**config.mk**
```make
export PLATFORM = sky130hd
export DESIGN_NAME = sync_fifo_flex
export DESIGN_NICKNAME = d
export VERILOG_FILES = /design/src/rtl/fifo_pkg.sv /design/src/rtl/fifo_regfile.sv /design/src/rtl/sync_fifo_flex.sv
export SDC_FILE = /design/constraint.sdc
export NUM_CORES = 1
export LEC_CHECK = 0
export ABC_AREA = 0
export BUFFER_PORTS_ARGS = -buffer_cell sky130_fd_sc_hd__buf_2
export CORE_MARGIN = 2
export CORE_UTILIZATION = 52
export CTS_CLUSTER_DIAMETER = 50
export DETAILED_ROUTE_END_ITERATION = 8
export PLACE_DENSITY_LB_ADDON = 0.1
export SYNTH_ARGS = -nofsm -noshare
export SYNTH_HDL_FRONTEND = slang
export SYNTH_SLANG_ARGS = --single-unit
```
**constraint.sdc**
```tcl
create_clock -name clk -period 2.8 [get_ports clk]
set_input_delay 0.42 -clock clk [delete_from_list [all_inputs] [get_ports clk]]
set_output_delay 0.42 -clock clk [all_outputs]
set_load 0.01 [all_outputs]
```
**src/rtl/fifo_pkg.sv**
```systemverilog
// Shared FIFO constants, helpers and pointer type for the single-clock FIFO family.
// Pure definitions: no logic, no latency, no flow control.
package fifo_pkg;

    localparam int FIFO_MODE_STD  = 0;
    localparam int FIFO_MODE_FWFT = 1;

    localparam int FIFO_ADDR_WIDTH_DEF = 3;

    // One extra MSB over the address distinguishes full from empty.
    typedef logic [FIFO_ADDR_WIDTH_DEF:0] fifo_ptr_t;

    function automatic int clog2(input int value);
        int result;
        result = 0;
        while ((1 << result) < value) begin
            result = result + 1;
        end
        return result;
    endfunction

endpackage

```
**src/rtl/fifo_regfile.sv**
```systemverilog
// D x DATA_WIDTH storage array: synchronous write, combinational read.
// Read is zero latency; no flow control, the caller gates we_i.
module fifo_regfile #(
    parameter int DATA_WIDTH = 8,
    parameter int ADDR_WIDTH = 3
) (
    input  logic                  clk,
    input  logic                  we_i,
    input  logic [ADDR_WIDTH-1:0] waddr_i,
    input  logic [DATA_WIDTH-1:0] wdata_i,
    input  logic [ADDR_WIDTH-1:0] raddr_i,
    output logic [DATA_WIDTH-1:0] rdata_o
);

    localparam int DEPTH = 1 << ADDR_WIDTH;

    logic [DATA_WIDTH-1:0] mem_q [DEPTH];

    always_ff @(posedge clk) begin
        if (we_i) begin
            mem_q[waddr_i] <= wdata_i;
        end
    end

    assign rdata_o = mem_q[raddr_i];

endmodule

```
**src/rtl/sync_fifo_flex.sv**
```systemverilog
// Single-clock FIFO with std/FWFT read, occupancy, thresholds, flush and sticky errors.
// Read latency 1 (std) or 0 (FWFT); writes refused when full, reads refused when empty.
module sync_fifo_flex
    import fifo_pkg::*;
#(
    parameter int DATA_WIDTH = 8,
    parameter int ADDR_WIDTH = 3,
    parameter int FWFT       = 0
) (
    input  logic                  clk,
    input  logic                  rst,
    input  logic                  flush,
    input  logic                  wr_en,
    input  logic [DATA_WIDTH-1:0] wr_data,
    input  logic                  rd_en,
    output logic [DATA_WIDTH-1:0] rd_data,
    output logic                  rd_valid,
    output logic                  full,
    output logic                  empty,
    output logic                  almost_full,
    output logic                  almost_empty,
    input  logic [ADDR_WIDTH:0]   af_thresh,
    input  logic [ADDR_WIDTH:0]   ae_thresh,
    output logic [ADDR_WIDTH:0]   count,
    output logic                  overflow,
    output logic                  underflow
);

    localparam int DEPTH = 1 << ADDR_WIDTH;

    typedef logic [ADDR_WIDTH:0] ptr_t;

    ptr_t wptr_q, wptr_d;
    ptr_t rptr_q, rptr_d;
    ptr_t count_q, count_d;
    logic full_q, empty_q;
    logic overflow_q, underflow_q;
    logic wa, ra;
    logic [DATA_WIDTH-1:0] mem_rdata;

    // Flush wins over both requests so a dropped request never touches the flags.
    assign wa = wr_en & ~full_q & ~flush;
    assign ra = rd_en & ~empty_q & ~flush;

    always_comb begin
        wptr_d  = flush ? '0 : wptr_q + ptr_t'(wa);
        rptr_d  = flush ? '0 : rptr_q + ptr_t'(ra);
        count_d = wptr_d - rptr_d;
    end

    always_ff @(posedge clk or negedge rst) begin
        if (!rst) begin
            wptr_q      <= '0;
            rptr_q      <= '0;
            count_q     <= '0;
            full_q      <= 1'b0;
            empty_q     <= 1'b1;
            overflow_q  <= 1'b0;
            underflow_q <= 1'b0;
        end else begin
            wptr_q      <= wptr_d;
            rptr_q      <= rptr_d;
            count_q     <= count_d;
            full_q      <= (count_d == ptr_t'(DEPTH));
            empty_q     <= (count_d == '0);
            overflow_q  <= flush ? 1'b0 : (overflow_q | (wr_en & full_q));
            underflow_q <= flush ? 1'b0 : (underflow_q | (rd_en & empty_q));
        end
    end

    fifo_regfile #(
        .DATA_WIDTH (DATA_WIDTH),
        .ADDR_WIDTH (ADDR_WIDTH)
    ) u_regfile (
        .clk     (clk),
        .we_i    (wa),
        .waddr_i (wptr_q[ADDR_WIDTH-1:0]),
        .wdata_i (wr_data),
        .raddr_i (rptr_q[ADDR_WIDTH-1:0]),
        .rdata_o (mem_rdata)
    );

    generate
        if (FWFT == FIFO_MODE_FWFT) begin : g_fwft
            assign rd_data  = mem_rdata;
            assign rd_valid = ~empty_q;
        end else begin : g_std
            logic [DATA_WIDTH-1:0] rd_data_q;
            logic                  rd_valid_q;

            // rd_data deliberately survives flush; only reset clears it.
            always_ff @(posedge clk or negedge rst) begin
                if (!rst) begin
                    rd_data_q  <= '0;
                    rd_valid_q <= 1'b0;
                end else begin
                    rd_valid_q <= ra;
                    if (ra) begin
                        rd_data_q <= mem_rdata;
                    end
                end
            end

            assign rd_data  = rd_data_q;
            assign rd_valid = rd_valid_q;
        end
    endgenerate

    assign count        = count_q;
    assign full         = full_q;
    assign empty        = empty_q;
    assign overflow     = overflow_q;
    assign underflow    = underflow_q;
    assign almost_full  = (count_q >= af_thresh);
    assign almost_empty = (count_q <= ae_thresh);

endmodule

```
==> impl_metrics.ini, run 1 <==
[clock_network]
clkSinkCount = 89
postCtsHoldBufs = 0
cts_tree = done
path_clk_slew_ps = 90
cts_setup_buffers = 0
insertion_delay_ps = 350
clockBufferDepth = 2
cts_made_buffers = 9
cts_root_buf = clkbuf_8
cts-htree-levels = 3

[critical_path]
crit_chain = or3b_4 > inv_8 > ha_4 > ha_4 > xor2_1 > nand2b_1 > ha_1 > a21oi_2 > xor3_2 > nor4_2
crit_arrival_ps = 2940
critPathBufInv = 1
r2r_slack_ps = 120
cp_max_fo = 3
cpMostUsedCell = ha_4
critPathMaxStageDelay_ps = 410
critPathLaunchType = flip-flop
crit_family = simple AND/OR/NAND/NOR gates
worst_ep_required_time_ps = 3060
path_class = reg -> reg
end_kind = flip-flop
slowest_stage = or3b_4

[sta]
timing.fmax_ghz = 0.373
fin_crit_sh = 0.957
drv_slew = 0
worst_hold_slack_ps = 47.1
finalSetupViolCount = 0
rsz0062_at_grt = no
worst_pin_slew_ps = 795
setup-tns-final_ps = 0
final.setup_skew_ps = 7.90
finalHoldViolCount = 0
fin_crit_ps = 2680
relSlewSlack = 0.469

[route]
ant_nets = 0
drt_wl_total_mm = 6.92
vias = 2179
dr.pass1.iters = 4
vias_per_cell = 5.31
drt_iter0_drc = 117
drc = 0
wl_per_cell_um = 16.9

[yosys]
async_flop_share = 0.281
synth_seq_area_share = 0.683
yosysWarnings = 0
synth-seq-cells = 89
synth.distinct_cells = 33
synth_cells = 252
synthesis.nets = 289
synth-edff-count = 64
syn_area_um2 = 3730
avgSynthCellArea_um2 = 14.8
synth_flop_cell = edfxtp_1

[power]
vdd_drop_max_v = 0.000274
cellPowerDensity_nw_per_um2 = 689
p_leak_nw = 1.77

[global_route]
grt-busiest-layer = met2
met2_usage = 0.300
gr-total-overflow = 0
use_met1 = 0.265
grt_first_pass_wirelength_mm = 10.8
track_usage = 0.193
antenna_found_initial = 0
grt_max_degree = 33
met3_usage = 0.0345
first_global_vias = 2104

[cells_and_area]
fin_area_um2 = 4390
fill_cells = 541
multi_input_comb_area_um2 = 1150
utilization = 0.639
final_cell_mix = edfxtp_1 (64), buf_2 (39), mux2i_1 (32)
nets = 346
drive_gt1_frac = 0.268
antenna_cells = 0
final_common_cell = edfxtp_1
seq_area_um2 = 2550
area_delta_synth_final_pct = 17.5

[floorplanning]
io_pins = 40
fp.dieH_um = 88.7
die_w_um = 88.7
floorplan.initialDensity = 0.544
fp.coreArea_um2 = 6870
die_area_um2 = 7870
rows = 30

[placed_design]
routabilityCongestion = 0.791
port_buffers = 39
hpwl_mm = 4.58
place_area_um2 = 4180

[outcome]
status = completed

[flow_run]
max_cap_viol_count = 0

[min_path]
hold_class = in -> async
[metrics by stage]
step	total power, mW	cells	setup slack [ps]
final	3.02	410	120
after global routing	3.15	410	2.49
after CTS	3.04	410	82.3
after detailed placement	2.19	394	-115
after global placement	2.17	394	51.3
after floorplan	1.96	252	4.74
[path summary, 6_finish.rpt]
kind / start / to / depth (start not counted)
max: empty / empty / 10
min: rst / overflow / 1
max reg2reg: empty / empty / 10
min reg2reg: rd_data[0] / rd_data[0] / 2
max in group asynchronous: rst / rptr_q[0] / 1
min in group clk: wr_en / overflow / 3
[cell usage after synthesis (5+ instances only)]
cell type / n / area share
a21oi_1: 5 / 0.0067
a22oi_1: 16 / 0.032
dfrtp_1: 24 / 0.16
edfxtp_1: 64 / 0.51
ha_1: 15 / 0.050
inv_1: 12 / 0.012
mux2i_1: 32 / 0.086
nand2_1: 18 / 0.018
nand2b_1: 8 / 0.013
nand3_1: 9 / 0.012
nor2_1: 11 / 0.011
nor2b_1: 6 / 0.010
[what timing repair did]
item                       CTS  global route
setup endpoints to repair    1             1
gates resized for setup      1             2
pin swaps                    0             1
[cells by family after synthesis]
logic type / Yosys count / share of synthesized area
DFF: 89 / 0.683
and+or+nand+nor: 62 / 0.0878
muxes: 32 / 0.0858
AOI/OAI and AO/OA: 25 / 0.0462
buffers and inverters: 22 / 0.0235
adders and majority gates: 16 / 0.0556
xor gates and xnor gates: 6 / 0.0184
[area by class of cell]
type                    count  share of cell area
flip-flops and latches     89               0.581
multi-input cells         141               0.262
repair buffers             55              0.0719
clock buffers              10              0.0291
well taps                  96              0.0274
clock inverters             6              0.0154
inverters                  13              0.0128
[sequential cells by signal, indices dropped and copies added (netlist names)]
name / cells
rd_data: 8
u_regfile.mem_q: 64
rptr_q: 4
underflow: 1
full: 1
empty: 1
rd_valid: 1
overflow: 1
wptr_q: 4
count: 4
[report_power, final]
part	switching [mW]	leakage, nW	internal, mW
logic	0.312	0.771	0.252
registers	0.0634	0.905	1.53
clock network	0.446	0.0998	0.418
total	0.822	1.77	2.20
[metal layers]
layer  share of wire  vias up
li1                -     1033
met2            0.48       41
met3           0.034       11
met4           0.023        0
met5               0        -
met1            0.46     1094
(Power assumes the default switching activity.)
==> run 2, diff against run 1 <==
--- a/config.mk
+++ b/config.mk
@@ -7,8 +7,10 @@
 export LEC_CHECK = 0
 export ABC_AREA = 0
 export BUFFER_PORTS_ARGS = -buffer_cell sky130_fd_sc_hd__buf_2
+export CELL_PAD_IN_SITES_DETAIL_PLACEMENT = 2
+export CELL_PAD_IN_SITES_GLOBAL_PLACEMENT = 2
 export CORE_MARGIN = 2
-export CORE_UTILIZATION = 52
+export CORE_UTILIZATION = 37
 export CTS_CLUSTER_DIAMETER = 50
 export DETAILED_ROUTE_END_ITERATION = 8
 export PLACE_DENSITY_LB_ADDON = 0.1
==> run 2 against run 1 <==
Compared with the run above:
- first-iteration DRC count decreased by 35%
- power is 0.67% lower
- fmax grew 2.0%
- utilization down 18 points
- clock skew rose by 4.0 ps
- via count rose by 1.5%
- flip-flop and latch count did not move
- cell area rose by 1.1%
- sequential share of layout area shrank 0.65 points
- non-clock buffer count rose by 2
- critical endpoint unchanged
==> impl_metrics.ini, run 2 (synthesized netlist as in run 1, its figures left out) <==
[power]
cellPowerDensity_nw_per_um2 = 677
p_leak_nw = 1.78
switchingPower_uw = 882
clkPwrFrac = 0.282
power_frac_seq = 0.529
power_switching_share = 0.294
total_power_mw = 3.00
p_comb_frac = 0.189
p_int_mw = 2.12
vdd_drop_max_v = 0.000325

[floorplanning]
die_area_um2 = 10900
fp.coreArea_um2 = 9770
io_pins = 40
floorplan.initialDensity = 0.382
rows = 36
fp.dieH_um = 104
die_w_um = 104

[clock_network]
cts_tree = done
clkSinkCount = 89
path_clk_slew_ps = 100
cts_resized = 0
clockBufferDepth = 2
insertion_delay_ps = 370
postCtsHoldBufs = 0
cts_root_buf = clkbuf_8
cts_setup_buffers = 0
cts-htree-levels = 3
cts_made_buffers = 9

[route]
drt_wl_total_mm = 8.52
vias_per_cell = 4.93
wl_per_cell_um = 19.0
ant_nets = 0
dr.pass1.iters = 4
vias = 2212
drt_iter0_drc = 76
drc = 0

[critical_path]
r2r_cells = 10
crit_arrival_ps = 2920
critPathMaxStageDelay_ps = 410
critPathBufInv = 1
critPathLaunch = empty
slowest_stage = or3b_4
critPathLaunchType = flip-flop
path_class = reg -> reg
crit_family = simple AND/OR/NAND/NOR gates
r2r_slack_ps = 170
cpMostUsedCell = ha_4
cp_max_fo = 3
worst_ep_required_time_ps = 3090
reg2reg_to = empty
crit_chain = or3b_4 > inv_8 > ha_4 > ha_4 > xor2_1 > nand2b_1 > ha_1 > a21oi_2 > xor3_2 > nor4_2
end_kind = flip-flop
worstReg2RegStart = empty

[placed_design]
routabilityCongestion = 0.716
port_buffers = 39
pre_cts_slack_ps = -39.4
hpwl_mm = 5.99

[sta]
fin_crit_sh = 0.939
worst_hold_slack_ps = 61.4
worst_pin_slew_ps = 851
finalHoldViolCount = 0
final.setup_skew_ps = 11.9
timing.fmax_ghz = 0.381
rsz0062_at_grt = no
relSlewSlack = 0.431
drv_slew = 0
fin_crit_ps = 2630
finalSetupViolCount = 0
setup_ws_ps = 172

[outcome]
status = completed

[cells_and_area]
multi_input_comb_area_um2 = 1150
nets = 348
drive_gt1_frac = 0.272
area_delta_synth_final_pct = 18.8
fill_cells = 993
seq_area_um2 = 2550
final_cell_mix = edfxtp_1 (64), buf_2 (39), mux2i_1 (32)
utilization = 0.454
final_common_cell = edfxtp_1
antenna_cells = 0
largest_register_ffs = 64
largest-register = u_regfile.mem_q

[global_route]
antenna_found_initial = 0
gr-total-overflow = 0
grt_max_degree = 33
first_global_vias = 2425
track_usage = 0.170
grt_first_pass_wirelength_mm = 13.6

[min_path]
hold_class = in -> async

[flow_run]
max_cap_viol_count = 0
[run 2: changes by cell type in the layout (fill, tap and decap cells not counted), sizes merged]
| cell | previous run | this run |
|---|---|---|
| clkinvlp | 0 | 1 |
| bufinv | 1 | 0 |
| inv | 14 | 17 |
| clkbuf | 10 | 9 |
| clkinv | 4 | 2 |
| buf | 55 | 57 |
[run 2: power groups by stage]
stage          Clock, mW  Sequential (mW)  Combinational [mW]
4_1_cts            0.877             1.59               0.574
6_report           0.845             1.59               0.567
3_3_place_gp           0             1.61               0.556
3_5_place_dp           0             1.62               0.571
2_1_floorplan          0             1.66               0.302
5_1_grt            0.917             1.61               0.641
[run 2: cell type report]
type | instances | share of cell area
multi-input combinational | 141 | 0.259
tap | 133 | 0.0375
timing repair buffer | 57 | 0.0745
inverter | 13 | 0.0127
sequential | 89 | 0.575
clock inverter | 7 | 0.0138
clock buffer | 9 | 0.0279
[run 2: how the worst max path moves through the flow]
| stage | to | slack [ps] | cells past startpoint |
|---|---|---|---|
| after floorplan | empty | 5 | 12 |
| after global placement | empty | 60 | 10 |
| after detailed placement | empty | -40 | 11 |
| after CTS | empty | 90 | 9 |
| after global routing | empty | 40 | 10 |
| final | empty | 170 | 10 |
[run 2: metal layers]
layer,global-route usage,up-vias,share of wire
met5,0,-,0
met4,0.0666,0,0.017
met3,0.0326,11,0.028
met2,0.265,33,0.48
met1,0.234,1127,0.48
li1,-,1041,-
[run 2: through the flow]
step           TNS, ps  instances  instance area [µm²]
2_1_floorplan        0        252                 3800
3_3_place_gp         0        433                 4240
3_5_place_dp     -39.4        433                 4240
4_1_cts              0        449                 4420
5_1_grt              0        449                 4430
6_report             0        449                 4430
==> run 3, diff against run 2 <==
--- a/config.mk
+++ b/config.mk
@@ -13,6 +13,7 @@
 export CORE_UTILIZATION = 37
 export CTS_CLUSTER_DIAMETER = 50
 export DETAILED_ROUTE_END_ITERATION = 8
+export GPL_TIMING_DRIVEN = 0
 export PLACE_DENSITY_LB_ADDON = 0.1
 export SYNTH_ARGS = -nofsm -noshare
 export SYNTH_HDL_FRONTEND = slang
==> run 3 against run 2 <==
Compared with the run above:
- power up 2.8%
- cell area decreased by 0.17%
- first-iteration DRC count decreased by 3.9%
- worst setup slack worse by 9.9 ps
- worst hold slack better by 2.9 ps
- utilization fell by 0.077 points
- combinational power grew 3%
- register-to-register slack hardly changed
- clock power grew 7.9%
- critical path depth increased by 2
- clock skew up 7.0 ps
- count of clock-buffer cells in the layout is 1 higher
- critical path type is now in -> reg
- largest power group unchanged
- highest routed layer unchanged
==> impl_metrics.ini, run 3 (synthesized netlist as in run 1, its figures left out) <==
[sta]
finalSetupViolCount = 0
timing.fmax_ghz = 0.379
worst_hold_slack_ps = 64.3
finalHoldViolCount = 0
setup_ws_ps = 162
fin_crit_sh = 0.942
worst_pin_slew_ps = 1000
final.setup_skew_ps = 19.0
fin_crit_ps = 2640
drv_slew = 0
relSlewSlack = 0.330
setup-tns-final_ps = 0

[floorplanning]
die_w_um = 104
floorplan.initialDensity = 0.382
fp.dieH_um = 104
io_pins = 40
fp.coreArea_um2 = 9770
rows = 36
die_area_um2 = 10900

[global_route]
track_usage = 0.172
grt_first_pass_wirelength_mm = 13.8
gr-total-overflow = 0
antenna_found_initial = 0
grt_max_degree = 26
first_global_vias = 2443

[cells_and_area]
drive_gt1_frac = 0.256
multi_input_comb_area_um2 = 1190
final_cell_mix = edfxtp_1 (64), buf_2 (42), mux2i_1 (32)
largest-register = u_regfile.mem_q
utilization = 0.453
seq_area_um2 = 2550
fill_cells = 968
final_cells = 442
largest_register_ffs = 64
final_common_cell = edfxtp_1
nets = 341
antenna_cells = 0
area_delta_synth_final_pct = 18.6
fin_area_um2 = 4430

[clock_network]
cts_made_buffers = 9
cts_root_buf = clkbuf_8
clockBufferDepth = 2
insertion_delay_ps = 360
cts_tree = done
cts-htree-levels = 3
path_clk_slew_ps = 100
clkSinkCount = 89

[critical_path]
critPathLaunch = flush
crit_end = full
cp_max_fo = 10
r2r_slack_ps = 170
r2r_cells = 10
reg2reg_to = full
crit_arrival_ps = 2890
worst_ep_required_time_ps = 3060
worstReg2RegStart = empty
path_class = in -> reg
critPathLaunchType = primary input
end_kind = flip-flop

[route]
dr.pass1.iters = 4
drt_iter0_drc = 73
drc = 0
drt_wl_total_mm = 8.83
vias_per_cell = 5.00
vias = 2212
ant_nets = 0
wl_per_cell_um = 20.0

[power]
total_power_mw = 3.08
clkPwrFrac = 0.296
switchingPower_uw = 878
p_int_mw = 2.21
cellPowerDensity_nw_per_um2 = 697
vdd_drop_max_v = 0.000292
p_comb_frac = 0.190
p_leak_nw = 1.75
power_switching_share = 0.285
power_frac_seq = 0.515

[flow_run]
max_cap_viol_count = 0

[placed_design]
port_buffers = 39
place_area_um2 = 4170
routabilityCongestion = 0.710
place_inst = 424
hpwl_mm = 5.86
pre_cts_slack_ps = -462

[min_path]
hold_class = in -> async

[outcome]
status = completed
run 3: worst min path at each step:
stage	start	endpoint	cells past startpoint
detailed placement	rd_data[7]	rd_data[7]	2
global route	rst	rd_data[3]	1
global placement	rd_data[6]	rd_data[6]	2
floorplan	rst	count[0]	0
finish	rst	rd_data[3]	1
CTS	rst	rd_data[0]	1
run 3: routing by layer:
metal / vias up / share of wire / global-route usage
met1: 1143 / 0.46 / 0.229
met4: 0 / 0.0052 / 0.0521
met3: 2 / 0.031 / 0.0288
li1: 1025 / - / -
met2: 42 / 0.50 / 0.287
met5: - / 0 / 0
run 3: final cells by class:
| class | instances | share of cell area |
|---|---|---|
| buffer | 9 | 0.0124 |
| clock buffer | 10 | 0.0288 |
| clock inverter | 6 | 0.0167 |
| inverter | 13 | 0.0127 |
| multi-input combinational | 141 | 0.269 |
| sequential | 89 | 0.576 |
| tap | 133 | 0.0376 |
| timing repair buffer | 41 | 0.0475 |
run 3: power by group through the flow:
stage | logic [mW] | clock network, mW | registers, mW
6_report | 0.585 | 0.912 | 1.59
2_1_floorplan | 0.302 | 0 | 1.66
3_3_place_gp | 0.555 | 0 | 1.61
3_5_place_dp | 0.575 | 0 | 1.62
4_1_cts | 0.587 | 0.940 | 1.59
5_1_grt | 0.662 | 0.984 | 1.61
run 3: repair_timing:
action / 4_1_cts / 5_1_grt
gates resized for setup: 2 / 4
endpoints found under the setup margin: 2 / 2
pin swaps: 1 / 2
endpoints found under the hold margin: 0 / 0
setup buffers: 1 / 1
hold buffers: 0 / 0
run 3: worst max-delay path, cell delays in order:
cell	delay, ps
buf_2	120
clkbuf_8	170
or3b_4	400
buf_6	160
inv_8	100
ha_4	130
nor2b_1	220
ha_1	200
inv_1	60
fa_1	410
xor2_2	200
nor4b_4	290
